**src/rtl/ddr_req_arbiter_if.sv**
```systemverilog
// Handshake bundle between the traffic generator / DDR controller and the
// request arbiter. The arbiter connects through the slave modport; the
// environment (generator plus controller model) uses the master modport.
interface ddr_req_arbiter_if #(
  parameter int ADDR_W = 27
);
  // Traffic-generator side
  logic              enable;
  logic              write_req;
  logic              read_req;
  logic              write_allowed;
  logic              read_allowed;
  logic              writes_pending;
  logic              reads_pending;
  // Memory-controller side
  logic              app_en;
  logic [2:0]        app_cmd;
  logic [ADDR_W-1:0] app_addr;
  logic              app_rdy;
  logic              app_wdf_wren;
  logic              app_wdf_end;
  logic              app_wdf_rdy;
  logic              app_rd_data_valid;

  modport slave (
    input  enable, write_req, read_req, app_rdy, app_wdf_rdy, app_rd_data_valid,
    output write_allowed, read_allowed, writes_pending, reads_pending,
           app_en, app_cmd, app_addr, app_wdf_wren, app_wdf_end
  );

  modport master (
    output enable, write_req, read_req, app_rdy, app_wdf_rdy, app_rd_data_valid,
    input  write_allowed, read_allowed, writes_pending, reads_pending,
           app_en, app_cmd, app_addr, app_wdf_wren, app_wdf_end
  );
endinterface

```
**src/rtl/ddr_req_arbiter.sv**
```systemverilog
// DDR request arbiter: accepts single-cycle write/read requests, issues one
// command at a time to the memory controller, round-robins simultaneous
// requests and limits the number of reads awaiting data.
// Optional build macro ARB_STATS_EN adds saturating accepted-command counters
// (wr_cmd_count / rd_cmd_count).
module ddr_req_arbiter #(
  parameter int MAX_OUTSTANDING = 8,
  parameter int ADDR_W          = 27
) (
  input  logic               clk,
  input  logic               resetn,
  ddr_req_arbiter_if.slave   bus
`ifdef ARB_STATS_EN
  ,
  output logic [15:0]        wr_cmd_count,
  output logic [15:0]        rd_cmd_count
`endif
);

  typedef enum logic [1:0] {
    IDLE = 2'd0,
    WR   = 2'd1,
    RD   = 2'd2
  } state_t;

  localparam logic [2:0] CMD_WR  = 3'b000;
  localparam logic [2:0] CMD_RD  = 3'b001;
  localparam logic [3:0] MAX_OUT = 4'(MAX_OUTSTANDING);
  localparam logic [ADDR_W-1:0] ADDR_STEP = ADDR_W'(8);

  state_t            state_q;
  logic              app_en_q;
  logic              wdf_q;
  logic [2:0]        cmd_q;
  logic [ADDR_W-1:0] addr_q;
  logic [ADDR_W-1:0] wr_addr_q;
  logic [ADDR_W-1:0] rd_addr_q;
  logic              last_wr_q;   // 1: last grant was a write, 0: a read
  logic [3:0]        rd_cnt_q;
  logic [3:0]        rd_cnt_d;

  logic is_idle, wr_ok, rd_ok, wr_acc, rd_acc, grant_wr, grant_rd;
  logic wr_cmd_acc, wr_dat_acc, rd_cmd_acc, wr_done;

  // Grant qualification, round-robin tie break and controller handshakes.
  // The allow outputs are gated by resetn so they read 0 while reset is held.
  always_comb begin
    is_idle    = (state_q == IDLE) && resetn;
    wr_ok      = is_idle && bus.enable;
    rd_ok      = wr_ok && (rd_cnt_q < MAX_OUT);
    wr_acc     = bus.write_req && wr_ok;
    rd_acc     = bus.read_req && rd_ok;
    grant_wr   = wr_acc && (!rd_acc || !last_wr_q);
    grant_rd   = rd_acc && (!wr_acc || last_wr_q);
    wr_cmd_acc = (state_q == WR) && app_en_q && bus.app_rdy;
    wr_dat_acc = (state_q == WR) && wdf_q && bus.app_wdf_rdy;
    rd_cmd_acc = (state_q == RD) && app_en_q && bus.app_rdy;
    // Write finishes once both command and data have been taken, in any order.
    wr_done    = (!app_en_q || bus.app_rdy) && (!wdf_q || bus.app_wdf_rdy);
  end

  // Command FSM with registered controller outputs and address counters.
  always_ff @(posedge clk or negedge resetn) begin
    if (!resetn) begin
      state_q   <= IDLE;
      app_en_q  <= 1'b0;
      wdf_q     <= 1'b0;
      cmd_q     <= CMD_WR;
      addr_q    <= '0;
      wr_addr_q <= '0;
      rd_addr_q <= '0;
      last_wr_q <= 1'b0;
    end else begin
      case (state_q)
        IDLE: begin
          if (grant_wr) begin
            state_q   <= WR;
            app_en_q  <= 1'b1;
            wdf_q     <= 1'b1;
            cmd_q     <= CMD_WR;
            addr_q    <= wr_addr_q;
            last_wr_q <= 1'b1;
          end else if (grant_rd) begin
            state_q   <= RD;
            app_en_q  <= 1'b1;
            cmd_q     <= CMD_RD;
            addr_q    <= rd_addr_q;
            last_wr_q <= 1'b0;
          end
        end
        WR: begin
          if (wr_cmd_acc) begin
            app_en_q  <= 1'b0;
            wr_addr_q <= wr_addr_q + ADDR_STEP;
          end
          if (wr_dat_acc) begin
            wdf_q <= 1'b0;
          end
          if (wr_done) begin
            state_q <= IDLE;
            cmd_q   <= CMD_WR;
            addr_q  <= '0;
          end
        end
        RD: begin
          if (rd_cmd_acc) begin
            state_q   <= IDLE;
            app_en_q  <= 1'b0;
            cmd_q     <= CMD_WR;
            addr_q    <= '0;
            rd_addr_q <= rd_addr_q + ADDR_STEP;
          end
        end
        default: begin
          state_q  <= IDLE;
          app_en_q <= 1'b0;
          wdf_q    <= 1'b0;
          cmd_q    <= CMD_WR;
          addr_q   <= '0;
        end
      endcase
    end
  end

  // Outstanding-read count: +1 on read command accept, -1 on returned data;
  // a data pulse with nothing outstanding is ignored.
  always_comb begin
    rd_cnt_d = rd_cnt_q;
    if (rd_cmd_acc && !(bus.app_rd_data_valid && rd_cnt_q != 4'd0)) begin
      rd_cnt_d = rd_cnt_q + 4'd1;
    end else if (!rd_cmd_acc && bus.app_rd_data_valid && rd_cnt_q != 4'd0) begin
      rd_cnt_d = rd_cnt_q - 4'd1;
    end
  end

  // Outstanding-read count register.
  always_ff @(posedge clk or negedge resetn) begin
    if (!resetn) begin
      rd_cnt_q <= 4'd0;
    end else begin
      rd_cnt_q <= rd_cnt_d;
    end
  end

  assign bus.write_allowed  = wr_ok;
  assign bus.read_allowed   = rd_ok;
  assign bus.writes_pending = (state_q == WR);
  assign bus.reads_pending  = (rd_cnt_q != 4'd0);
  assign bus.app_en         = app_en_q;
  assign bus.app_cmd        = cmd_q;
  assign bus.app_addr       = addr_q;
  assign bus.app_wdf_wren   = wdf_q;
  assign bus.app_wdf_end    = wdf_q;

`ifdef ARB_STATS_EN
  logic [15:0] wr_stat_q;
  logic [15:0] rd_stat_q;

  // Saturating counts of controller-accepted write and read commands.
  always_ff @(posedge clk or negedge resetn) begin
    if (!resetn) begin
      wr_stat_q <= 16'd0;
      rd_stat_q <= 16'd0;
    end else begin
      if (wr_cmd_acc && wr_stat_q != 16'hFFFF) begin
        wr_stat_q <= wr_stat_q + 16'd1;
      end
      if (rd_cmd_acc && rd_stat_q != 16'hFFFF) begin
        rd_stat_q <= rd_stat_q + 16'd1;
      end
    end
  end

  assign wr_cmd_count = wr_stat_q;
  assign rd_cmd_count = rd_stat_q;
`endif

endmodule
```
**src/flat_wrapper.sv**
```systemverilog
// flat-port wrapper written by rule: the top's interface ports become plain ports
module ddr_req_arbiter_flat 
#(
  parameter int MAX_OUTSTANDING = 8,
  parameter int ADDR_W          = 27
)
  (clk, resetn, bus_enable, bus_write_req, bus_read_req, bus_app_rdy, bus_app_wdf_rdy, bus_app_rd_data_valid, bus_write_allowed, bus_read_allowed, bus_writes_pending, bus_reads_pending, bus_app_en, bus_app_cmd, bus_app_addr, bus_app_wdf_wren, bus_app_wdf_end);
  ddr_req_arbiter_if #(.ADDR_W(ADDR_W)) bus_i ();
  input  logic clk;
  input  logic resetn;
  input wire logic [$bits(bus_i.enable)-1:0] bus_enable;
  input wire logic [$bits(bus_i.write_req)-1:0] bus_write_req;
  input wire logic [$bits(bus_i.read_req)-1:0] bus_read_req;
  input wire logic [$bits(bus_i.app_rdy)-1:0] bus_app_rdy;
  input wire logic [$bits(bus_i.app_wdf_rdy)-1:0] bus_app_wdf_rdy;
  input wire logic [$bits(bus_i.app_rd_data_valid)-1:0] bus_app_rd_data_valid;
  output wire logic [$bits(bus_i.write_allowed)-1:0] bus_write_allowed;
  output wire logic [$bits(bus_i.read_allowed)-1:0] bus_read_allowed;
  output wire logic [$bits(bus_i.writes_pending)-1:0] bus_writes_pending;
  output wire logic [$bits(bus_i.reads_pending)-1:0] bus_reads_pending;
  output wire logic [$bits(bus_i.app_en)-1:0] bus_app_en;
  output wire logic [$bits(bus_i.app_cmd)-1:0] bus_app_cmd;
  output wire logic [$bits(bus_i.app_addr)-1:0] bus_app_addr;
  output wire logic [$bits(bus_i.app_wdf_wren)-1:0] bus_app_wdf_wren;
  output wire logic [$bits(bus_i.app_wdf_end)-1:0] bus_app_wdf_end;
  assign bus_i.enable = bus_enable;
  assign bus_i.write_req = bus_write_req;
  assign bus_i.read_req = bus_read_req;
  assign bus_i.app_rdy = bus_app_rdy;
  assign bus_i.app_wdf_rdy = bus_app_wdf_rdy;
  assign bus_i.app_rd_data_valid = bus_app_rd_data_valid;
  assign bus_write_allowed = bus_i.write_allowed;
  assign bus_read_allowed = bus_i.read_allowed;
  assign bus_writes_pending = bus_i.writes_pending;
  assign bus_reads_pending = bus_i.reads_pending;
  assign bus_app_en = bus_i.app_en;
  assign bus_app_cmd = bus_i.app_cmd;
  assign bus_app_addr = bus_i.app_addr;
  assign bus_app_wdf_wren = bus_i.app_wdf_wren;
  assign bus_app_wdf_end = bus_i.app_wdf_end;
  ddr_req_arbiter #(.MAX_OUTSTANDING(MAX_OUTSTANDING), .ADDR_W(ADDR_W)) u_core (.clk(clk), .resetn(resetn), .bus(bus_i));
endmodule
```
**config.mk**
```make
export PLATFORM = sky130hd
export DESIGN_NAME = ddr_req_arbiter_flat
export DESIGN_NICKNAME = d
export VERILOG_FILES = /design/src/rtl/ddr_req_arbiter_if.sv /design/src/rtl/ddr_req_arbiter.sv /design/src/flat_wrapper.sv
export SDC_FILE = /design/constraint.sdc
export NUM_CORES = 1
export LEC_CHECK = 0
export BUFFER_PORTS_ARGS = -buffer_cell sky130_fd_sc_hd__buf_2
export CORE_ASPECT_RATIO = 0.5
export CORE_UTILIZATION = 52
export DETAILED_ROUTE_END_ITERATION = 10
export PLACE_DENSITY = 0.76
export SYNTH_ARGS = -nofsm -noshare
export SYNTH_HDL_FRONTEND = slang
export SYNTH_SLANG_ARGS = --single-unit
```
**constraint.sdc**
```tcl
create_clock -name clk -period 2.2 [get_ports clk]
set_clock_uncertainty 0.15 [all_clocks]
set_input_delay 0.22 -clock clk [delete_from_list [all_inputs] [get_ports clk]]
set_output_delay 0.22 -clock clk [all_outputs]
set_load 0.01 [all_outputs]
```
[Word-level counts from Yosys, hierarchy flattened]
Cells that the tools add are included.
Storage, ports and cells
  register bits: 93
  input port bits: 8
  output and inout bits: 37
  word-level logic and storage cells: 89
Operators by class
  add/sub/neg operators: 4
  order comparisons: 1
  equality and inequality tests: 8
  mux-type cells: 27
  bitwise operators: 1
  reduce and logical (&&, ||, !) cells: 39
Operators with widths (number)
  27-bit 2-to-1 mux: 4
  27-bit case mux with 3 select lines: 1
  27-bit by 4-bit adder with 27-bit output (second input constant): 2
  1-bit logical AND: 18
  3-bit 2-to-1 mux: 4
  2-bit by 1-bit inequality test with 1-bit output (second input constant): 5
  3-bit case mux with 3 select lines: 1
  3-bit AND reduction: 3
  1-bit 2-to-1 mux: 8
  2-bit 2-to-1 mux: 4
  4-bit 2-to-1 mux: 2
  1-bit logical NOT: 7
  1-bit case mux with 3 select lines: 2
  2-bit case mux with 3 select lines: 1
  2-bit AND reduction: 3
  4-bit by 1-bit adder with 4-bit output (second input constant): 1
  1-bit logical OR: 4
  4-bit less-than comparator (second input constant): 1
  2-bit nonzero test: 2
  4-bit nonzero test: 1
  4-bit by 1-bit subtractor with 4-bit output (second input constant): 1
  3-bit by 1-bit inequality test with 1-bit output (second input constant): 1
  2-bit by 1-bit equality test with 1-bit output (second input constant): 1
  2-bit equality test (second input constant): 1
  2 further kinds: 2

[Longest topological paths before layout]
Gate-level depths: netlist of run 1.
  depth after elaboration: 10
  gate-level depth with buffers: 8
  gate-level depth less buffers: 7

[Worst setup path before layout of run 1]
Ideal clock, no wire load.
  kind: register to register
  start: reg u_core.rd_cnt_q[1]
  end: reg u_core.rd_cnt_q[3]
  library setup time: 0.079 ns
  arrival time: 2.209 ns
  data required time: 1.971 ns
  path slack: -0.238 ns
  cell stages (with the launch flop): 8
  buffers on the path: 0
  clock period less this slack: 2.438 ns
  cells stage by stage: dfrtp_1 > or4_1 > a21o_1 > ha_1 > a21o_1 > a21oi_1 > mux2i_1 > xor2_1
On the way
  word-level cells in the longest chain between the ends: 5
  elaborated cells on any way between the ends: 10
  classes of those cells: 2 x add/sub; 2 x mux; 6 x reduce/logical
RTL lines
  start, declared: line ddr_req_arbiter.sv:39  | logic [3:0] rd_cnt_q;
  start signal, assigned: line ddr_req_arbiter.sv:141  | rd_cnt_q <= rd_cnt_d;
  4-bit nonzero test *
  net bus_reads_pending: line flat_wrapper.sv:20  | output wire logic [$bits(bus_i.reads_pending)-1:0] bus_reads_pending;
  1-bit logical AND: line ddr_req_arbiter.sv:129  | if (rd_cmd_acc && !(bus.app_rd_data_valid && rd_cnt_q != 4'd0)) begin
  1-bit logical NOT: line ddr_req_arbiter.sv:129
  1-bit logical AND: line ddr_req_arbiter.sv:129
  4-bit 2-to-1 mux or 2-bit nonzero test (tied branches)
The timed path passes the listed nets; every way through them passes the cells marked *. The select of a mux whose other input is x is not followed.
A chain may end at the register's enable or synchronous reset.

[Worst setup path after layout of run 1]
  start: reg u_core.rd_cnt_q[1]
  end: reg u_core.rd_cnt_q[3]
On the way
  word-level cells in the longest chain between the ends: 5
  elaborated cells on any way between the ends: 10
  classes of those cells: 2 x add/sub; 2 x mux; 6 x reduce/logical
RTL lines
  parallel branches: the longest is 5 deep, another holds 4-bit by 1-bit subtractor with 4-bit output
Parallel ways; which one is timed is not known. The select of a mux whose other input is x is not followed.

==> results of run 1 <==
-- worst paths after layout --
| kind | endpoint | from |
|---|---|---|
| min in group asynchronous | u_core.last_wr_q$_DFFE_PN0P_ | resetn |
| max reg2reg | u_core.rd_cnt_q[3]$_DFFE_PN0P_ | u_core.rd_cnt_q[1]$_DFFE_PN0P_ |
| min reg2reg | u_core.wr_addr_q[26]$_DFFE_PN0P_ | u_core.wr_addr_q[26]$_DFFE_PN0P_ |
| min | u_core.bus.app_wdf_end$_DFFE_PN0P_ | bus_app_wdf_rdy |
| max | u_core.rd_cnt_q[3]$_DFFE_PN0P_ | u_core.rd_cnt_q[1]$_DFFE_PN0P_ |
| max in group asynchronous | u_core.bus.app_addr[23]$_DFFE_PN0P_ | resetn |
-- critical path, delay by kind of cell, from the launching register on --
family | cells | cell delay (ns)
AND/OR/NAND/NOR | 1 | 0.55
AO/OA/AOI/OAI | 2 | 0.39
flip-flops | 1 | 0.38
adder cells (fa/ha/maj) | 1 | 0.25
multiplexers | 1 | 0.23
XOR/XNOR | 1 | 0.16
buffers and inverters | 1 | 0.13
-- timing repair --
action	in CTS	in global routing
gates cloned	0	0
hold endpoints to repair	7	0
pin swaps	5	6
setup endpoints to repair	2	3
buffers inserted	3	1
gates resized for setup	4	3
hold buffers	1	0
-- metal layers --
layer  share of wire (%)  routed length [um]  global-route usage [%]
met5                   0                   0                       0
met4                 1.2                  99                    6.63
met3                 6.4                 551                    7.31
met2                  49                4210                    38.7
met1                  43                3690                    30.2
-- power breakdown --
part           switching, uW  leakage [uW]  internal, uW  total (uW)
Clock                    562      0.000133           854        1420
Combinational            544      0.000997           480        1020
Sequential               156       0.00109          1660        1810
Total                   1260       0.00222          2990        4260
-- cell type report --
type | instances | area (um^2) | area share, %
inverters | 33 | 124 | 2.69
repair buffers | 60 | 362 | 7.86
flip-flops and latches | 81 | 2030 | 44.1
multi-input cells | 234 | 1700 | 37.0
clock buffers | 9 | 225 | 4.90
well taps | 92 | 115 | 2.50
clock inverters | 4 | 47.5 | 1.03
-- state kept, by name, indices dropped and copies added, names as in the netlist --
signal                  flops
u_core.bus.app_wdf_end      1
u_core.bus.app_addr        24
u_core.wr_addr_q           24
u_core.rd_cnt_q             4
u_core.bus.app_cmd          1
u_core.state_q              1
u_core.rd_addr_q           24
u_core.last_wr_q            1
u_core.bus.app_en           1
-- logic make-up (layout without fill, tap and decap cells) --
kind of cell	after synthesis	in the layout	share of synthesized area, %
buffers and inverters	51	106	6.10
adder cells (fa/ha/maj)	6	6	2.06
flip-flops	81	81	52.0
AND/OR/NAND/NOR	109	109	17.7
XOR/XNOR	49	49	11.0
AO/OA/AOI/OAI	62	62	10.2
other	1	5	0.0962
multiplexers	3	3	0.835
-- placed cells by master (no fill, tap or decap), types with 12 or more instances in the layout --
| cell type | netlist | routed |
|---|---|---|
| buf_2 | 4 | 38 |
| xor2_1 | 18 | 18 |
| nand2_1 | 28 | 28 |
| dfrtp_1 | 81 | 81 |
| xnor2_1 | 31 | 31 |
| nand4_1 | 13 | 13 |
| buf_4 | 9 | 20 |
| a22oi_1 | 26 | 26 |
| inv_1 | 33 | 33 |
| nor2_1 | 12 | 12 |
| o21ai_0 | 27 | 27 |
| nand3_1 | 16 | 16 |
-- metrics by stage --
step / setup TNS, ns / setup slack, ns / power [uW] / std cells
final: -0.236 / -0.101 / 4260 / 513
after global placement: -0.0519 / -0.0519 / 2680 / 495
after floorplan: -0.141 / -0.116 / 2400 / 366
after detailed placement: -0.203 / -0.168 / 2760 / 495
after global routing: -0.327 / -0.155 / 4450 / 513
after CTS: -0.300 / -0.125 / 4220 / 512
==> flow_metrics.tcl, run 1 <==
set metrics [dict create \
    io_pins 45 \
    ant_nets 0 \
    dp_hpwl_um 5800 \
    antenna_found_initial 0 \
    drcViolationCount 0 \
    drive_above_1_share_pct 21.6 \
    status "finished with violations" \
    die_x_um 124 \
    p_per_area_nw_per_um2 925 \
    synth_flop_cell "dfrtp_1" \
    core_um2 6960 \
    p_leak_uw 0.00222 \
    crit_arrival_ns 2.41 \
    vias 2907 \
    cts.clk_slew.worst_paths_ns 0.05 \
    rsz0062_at_grt "true" \
    crit_slowest_cell "or4_4" \
    synthCells 362 \
    ir_drop_v 0.000549 \
    design_area_um2 4600 \
    gp_congestion 0.796 \
    cp_max_fo 3 \
    synth_largest_type_area_fraction_pct 52.0 \
    htree_levels 3 \
    vias_per_cell 5.67 \
    wire_per_inst_um 16.7 \
    clock_latency_ns 0.34 \
    grt_first_pass_wirelength_um 14200 \
    hold_violations 0 \
    cts.path.max_buffers 2 \
    ys_async_sr_fraction_pct 100 \
    synth_commonest_cells "dfrtp_1 (81), inv_1 (33), xnor2_1 (31), nand2_1 (28), o21ai_0 (27)" \
    endpoint_kind "flip-flop" \
    worst_pin_slew_ns 0.920 \
    required_ns 2.31 \
    cts_buffers 9 \
    start_util_pct 56.0 \
    cts_tree "built" \
    yosysMostFrequentCell "dfrtp_1" \
    synthTopCellsByArea "dfrtp_1 (52%), xnor2_1 (7.0%), a22oi_1 (5.0%), xor2_1 (4.0%), o21ai_0 (3.5%)" \
    grt-ovfl-total 0 \
    antenna_cells 0 \
    nFillCells 547 \
    grt_max_degree 75 \
    layout.nets 432 \
    ys_seq_elements 81 \
    reg2regPathDepth 7 \
    drv_slew 0 \
    grt_pass1_vias 2912 \
    wirelength_um 8550 \
    area_delta_synth_final_pct 18.1 \
    yosys.cell_types.count 43 \
    setup_ws_ns -0.101 \
    maxCapViolations 0 \
    slowest_delay_ns 0.55 \
    portBuffers 39 \
    syn_area_um2 3900 \
    placed_area_um2 4240 \
    whs_ns 0.0971 \
    grt_usage_pct 23.5 \
    fin_util_pct 66.1 \
    synth.avg_cell_area_um2 10.8 \
    fin_crit_sh_pct 105 \
    hp-class "input port to flip-flop" \
    first_iter_violations 195 \
    critPathKind "flip-flop to flip-flop" \
    std_cell_rows 21 \
    final-setup-viol-count 3 \
    root_buffer "clkbuf_16" \
    fmax_mhz 435 \
    r2r_slack_ns -0.10 \
    synth_top_area_cell "dfrtp_1" \
    startpoint_type "flip-flop" \
    crit_path_cell_trace "or4_4 > a21o_4 > buf_6 > ha_4 > a21oi_4 > mux2i_1 > xor2_1" \
    synth_edf_count 0 \
    clock_sinks 81 \
    finalCriticalPeriod_ns 2.30 \
    hold_depth 3 \
    yosysSeqAreaShare_pct 52.0 \
    first_pass_iters 4 \
    violations "setup timing" \
    synth_warnings 0 \
    slew_headroom_pct 38.7 \
    dieHeight_um 63.2 \
    die-area_um2 7860 \
]
Note: power is estimated with default switching activity, not from simulation.
==> inputs of run 2 (changes only) <==
--- a/config.mk
+++ b/config.mk
@@ -10,6 +10,7 @@
 export CORE_UTILIZATION = 52
 export DETAILED_ROUTE_END_ITERATION = 10
 export PLACE_DENSITY = 0.76
+export RECOVER_POWER = 100
 export SYNTH_ARGS = -nofsm -noshare
 export SYNTH_HDL_FRONTEND = slang
 export SYNTH_SLANG_ARGS = --single-unit
==> flow_metrics.tcl, run 2 (synthesis gave the netlist of run 1 again) <==
set metrics [dict create \
    status "finished with violations" \
    violations "setup timing" \
    drv_slew 0 \
    maxCapViolations 0 \
    fin_crit_sh_pct 105 \
    layout_common_cells "dfrtp_1 (81), inv_1 (33), xnor2_1 (31)" \
    crit_path_start "u_core.rd_cnt_q[1]$_DFFE_PN0P_" \
    final-setup-viol-count 3 \
    clock_sinks 81 \
    final_common_cell "dfrtp_1" \
    dieHeight_um 63.2 \
    switchingPower_uw 1260 \
    required_ns 2.31 \
    critPathKind "flip-flop to flip-flop" \
    dp_hpwl_um 5800 \
    grt-ovfl-total 0 \
    hold_violations 0 \
    cts.clk_slew.worst_paths_ns 0.05 \
    p_per_area_nw_per_um2 927 \
    worst_pin_slew_ns 0.918 \
    gp_congestion 0.796 \
    antenna_cells 0 \
    r2r-start "u_core.rd_cnt_q[1]$_DFFE_PN0P_" \
    fin_tns_setup_ns -0.236 \
    grt_max_degree 75 \
    first_pass_iters 4 \
    wire_per_inst_um 16.7 \
    ir_drop_v 0.000549 \
    startpoint_type "flip-flop" \
    fmax_mhz 435 \
    finalPower_uw 4240 \
    area_delta_synth_final_pct 17.3 \
    crit_arrival_ns 2.41 \
    std_cell_rows 21 \
    endpoint_kind "flip-flop" \
    cp_max_fo 3 \
    place_ws_ns -0.168 \
    die-area_um2 7860 \
    start_util_pct 56.0 \
    setup_ws_ns -0.101 \
    internal_power_uw 2980 \
    vias_per_cell 5.65 \
    finalCriticalPeriod_ns 2.30 \
    grt_pass1_vias 2912 \
    portBuffers 39 \
    layout.nets 432 \
    grt_usage_pct 23.5 \
    antenna_found_initial 0 \
    die_x_um 124 \
    min_from "bus_app_wdf_rdy" \
    root_buffer "clkbuf_16" \
    cts.path.max_buffers 2 \
    grt_first_pass_wirelength_um 14200 \
    cts_buffers 9 \
    vias 2897 \
    first_iter_violations 222 \
    pwr-share-seq_pct 42.8 \
    sw_frac_of_total_pct 29.7 \
    clock_latency_ns 0.34 \
    whs_ns 0.0975 \
    core_um2 6960 \
    htree_levels 3 \
    clockPowerShare_pct 33.4 \
    p_leak_uw 0.00213 \
    rsz0062_at_grt "true" \
    cts_tree "built" \
    nFillCells 552 \
    drive_above_1_share_pct 16.6 \
    combPwrFrac_pct 23.7 \
    slew_headroom_pct 38.8 \
    hp-class "input port to flip-flop" \
    ant_nets 0 \
    io_pins 45 \
    wirelength_um 8560 \
    drcViolationCount 0 \
]
run 2: cell count changes in the layout (fill, tap and decap cells not counted):
cell      change
buf_2        -20
buf_4         -1
clkbuf_1     +21
run 2: worst paths after layout:
check | to | slack, ns | depth (start not counted)
max | u_core.rd_cnt_q[3]$_DFFE_PN0P_ | -0.10 | 7
min | u_core.bus.app_wdf_end$_DFFE_PN0P_ | 0.1 | 3
max reg2reg | u_core.rd_cnt_q[3]$_DFFE_PN0P_ | -0.10 | 7
min reg2reg | u_core.wr_addr_q[26]$_DFFE_PN0P_ | 0.32 | 1
max in group asynchronous | u_core.wr_addr_q[17]$_DFFE_PN0P_ | 0.65 | 3
min in group asynchronous | u_core.last_wr_q$_DFFE_PN0P_ | 0.12 | 2
run 2: per-stage QoR:
step	util (%)	area, um^2	cells
after global placement	60.9	4240	495
final	65.7	4570	513
after CTS	65.8	4580	512
after detailed placement	60.9	4240	495
after floorplan	-	3920	366
after global routing	65.7	4570	513
run 2: metal layers:
layer | wire length, um | vias up | GRT usage [%]
met5 | 0 | - | 0
met4 | 126 | 0 | 6.63
met3 | 463 | 12 | 7.31
met2 | 4220 | 81 | 38.7
met1 | 3740 | 1445 | 30.2
li1 | - | 1359 | -
run 2: power by group through the flow:
stage	Sequential (uW)	Clock (uW)	Combinational, uW
6_report	1820	1420	1010
5_1_grt	1840	1500	1100
4_1_cts	1810	1440	971
3_5_place_dp	1840	0	925
3_3_place_gp	1820	0	861
2_1_floorplan	1860	0	540
run 2: repair_timing:
item                                   CTS  global route
resized for setup                        4             3
setup buffers                            3             1
setup endpoints to repair                2             3
endpoints found under the hold margin    7             0
gates cloned                             0             0
hold buffers                             1             0
pin swaps                                5             6
run 2: area by class of cell:
cell class	count	area [um^2]	area share [%]
Clock buffer	9	225	4.93
Clock inverter	4	47.5	1.04
Inverter	33	124	2.71
Multi-Input combinational cell	234	1700	37.2
Sequential cell	81	2030	44.3
Tap cell	92	115	2.52
Timing Repair Buffer	60	333	7.28
run 2: worst max-delay path, stage by stage (launching register included):
cell and delay (ns):
dfrtp_1 0.38, or4_4 0.55, a21o_4 0.24, buf_6 0.13, ha_4 0.25, a21oi_4 0.15, mux2i_1 0.23, xor2_1 0.16
==> inputs of run 3 (changes only) <==
--- a/config.mk
+++ b/config.mk
@@ -6,10 +6,12 @@
 export NUM_CORES = 1
 export LEC_CHECK = 0
 export BUFFER_PORTS_ARGS = -buffer_cell sky130_fd_sc_hd__buf_2
+export CELL_PAD_IN_SITES_DETAIL_PLACEMENT = 1
+export CELL_PAD_IN_SITES_GLOBAL_PLACEMENT = 1
 export CORE_ASPECT_RATIO = 0.5
-export CORE_UTILIZATION = 52
+export CORE_UTILIZATION = 41
 export DETAILED_ROUTE_END_ITERATION = 10
-export PLACE_DENSITY = 0.76
+export PLACE_DENSITY = 0.78
 export RECOVER_POWER = 100
 export SYNTH_ARGS = -nofsm -noshare
 export SYNTH_HDL_FRONTEND = slang
==> flow_metrics.tcl, run 3 (synthesis gave the netlist of run 1 again) <==
set metrics [dict create \
    vias_per_cell 5.46 \
    core_um2 8950 \
    area_delta_synth_final_pct 18.0 \
    final_common_cell "dfrtp_1" \
    fin_tns_setup_ns -0.366 \
    drv_slew 0 \
    layout_common_cells "dfrtp_1 (81), inv_1 (33), clkbuf_1 (32)" \
    final-setup-viol-count 6 \
    start_util_pct 43.5 \
    hp-class "input port to async pin" \
    antenna_cells 0 \
    grt-ovfl-total 0 \
    vias 2954 \
    grt_usage_pct 22.6 \
    layout.nets 432 \
    first_iter_violations 253 \
    io_pins 45 \
    finalPower_uw 4450 \
    slew_headroom_pct 33.4 \
    dieHeight_um 70.9 \
    required_ns 2.31 \
    maxCapViolations 0 \
    fmax_mhz 425 \
    placed_cells 521 \
    first_pass_iters 4 \
    setup_ws_ns -0.156 \
    critPathKind "flip-flop to flip-flop" \
    antenna_found_initial 0 \
    ant_nets 0 \
    p_per_area_nw_per_um2 968 \
    clock_sinks 81 \
    cp_max_fo 4 \
    grt_pass1_vias 3254 \
    htree_levels 3 \
    grt_first_pass_wirelength_um 17200 \
    cts_buffers 9 \
    std_cell_rows 24 \
    stdcell_count 541 \
    rsz0062_at_grt "true" \
    root_buffer "clkbuf_16" \
    die_x_um 140 \
    crit_arrival_ns 2.47 \
    fin_crit_sh_pct 107 \
    drive_above_1_share_pct 13.4 \
    status "finished with violations" \
    startpoint_type "flip-flop" \
    endpoint_kind "flip-flop" \
    clock_latency_ns 0.35 \
    grt_max_degree 73 \
    die-area_um2 9920 \
    wire_per_inst_um 18.5 \
    portBuffers 39 \
    ir_drop_v 0.000416 \
    cts_tree "built" \
    dp_hpwl_um 6630 \
    violations "setup timing" \
    cts.clk_slew.worst_paths_ns 0.06 \
    drcViolationCount 0 \
    wirelength_um 10000 \
    finalCriticalPeriod_ns 2.36 \
    p_leak_uw 0.00210 \
    r2r_slack_ns -0.16 \
    cts.path.max_buffers 2 \
    worst_pin_slew_ns 0.999 \
    hold_violations 0 \
    gp_congestion 0.755 \
]
run 3: timing repair:
action | in CTS | in global routing
setup buffers | 2 | 1
pin swaps | 5 | 5
setup endpoints to repair | 2 | 3
hold buffers | 1 | 0
resized for setup | 4 | 0
hold endpoints to repair | 9 | 0
run 3: metal layers:
layer  GRT usage [%]  vias to the layer above  wire [um]
met2            38.0                       68       4900
met1            29.0                     1516       4520
met4            7.20                        0        142
met3            5.89                       11        436
li1                -                     1359          -
met5               0                        -          0
run 3: stage by stage:
step / hold slack, ns / cell area [um^2] / util, % / setup WS, ns
CTS: 0.103 / 4680 / 52.3 / -0.189
floorplan: -0.226 / 3920 / - / -0.116
detailed placement: -0.0790 / 4300 / 48.1 / -0.229
global route: 0.110 / 4600 / 51.4 / -0.243
finish: 0.104 / 4600 / 51.4 / -0.156
global placement: -0.0849 / 4300 / 48.1 / -0.0587
run 3: power by group:
| group | switching (uW) | leakage, uW | total (uW) | internal, uW |
|---|---|---|---|---|
| combinational | 561 | 0.000842 | 974 | 413 |
| clock | 624 | 0.000163 | 1650 | 1030 |
| sequential | 167 | 0.00109 | 1830 | 1660 |
| total | 1350 | 0.00210 | 4450 | 3100 |
run 3: layout make-up:
class / count / area (um^2)
Multi-Input combinational cell: 234 / 1640
Tap cell: 117 / 146
Clock buffer: 10 / 239
Sequential cell: 81 / 2030
Clock inverter: 6 / 91.3
Inverter: 33 / 124
Timing Repair Buffer: 60 / 330
Fill cell: 996 / 4350
run 3: path summary, 6_finish.rpt:
| path | from | cells after the start | to |
|---|---|---|---|
| setup reg to reg | u_core.rd_cnt_q[2]$_DFFE_PN0P_ | 7 | u_core.rd_cnt_q[3]$_DFFE_PN0P_ |
| setup / recovery | u_core.rd_cnt_q[2]$_DFFE_PN0P_ | 7 | u_core.rd_cnt_q[3]$_DFFE_PN0P_ |
| min in group clk | bus_app_rdy | 3 | u_core.wr_addr_q[3]$_DFFE_PN0P_ |
| max in group asynchronous | resetn | 3 | u_core.wr_addr_q[17]$_DFFE_PN0P_ |
| hold / removal | resetn | 2 | u_core.bus.app_cmd[0]$_DFFE_PN0P_ |
| hold reg to reg | u_core.rd_addr_q[26]$_DFFE_PN0P_ | 1 | u_core.rd_addr_q[26]$_DFFE_PN0P_ |
run 3: critical path, stage by stage, from the launching register on:
cell     delay, ns
dfrtp_1       0.38
or4_4         0.55
a21o_4        0.24
ha_4          0.21
a21o_1        0.16
a21oi_2       0.15
mux2i_1       0.26
xor2_1        0.18
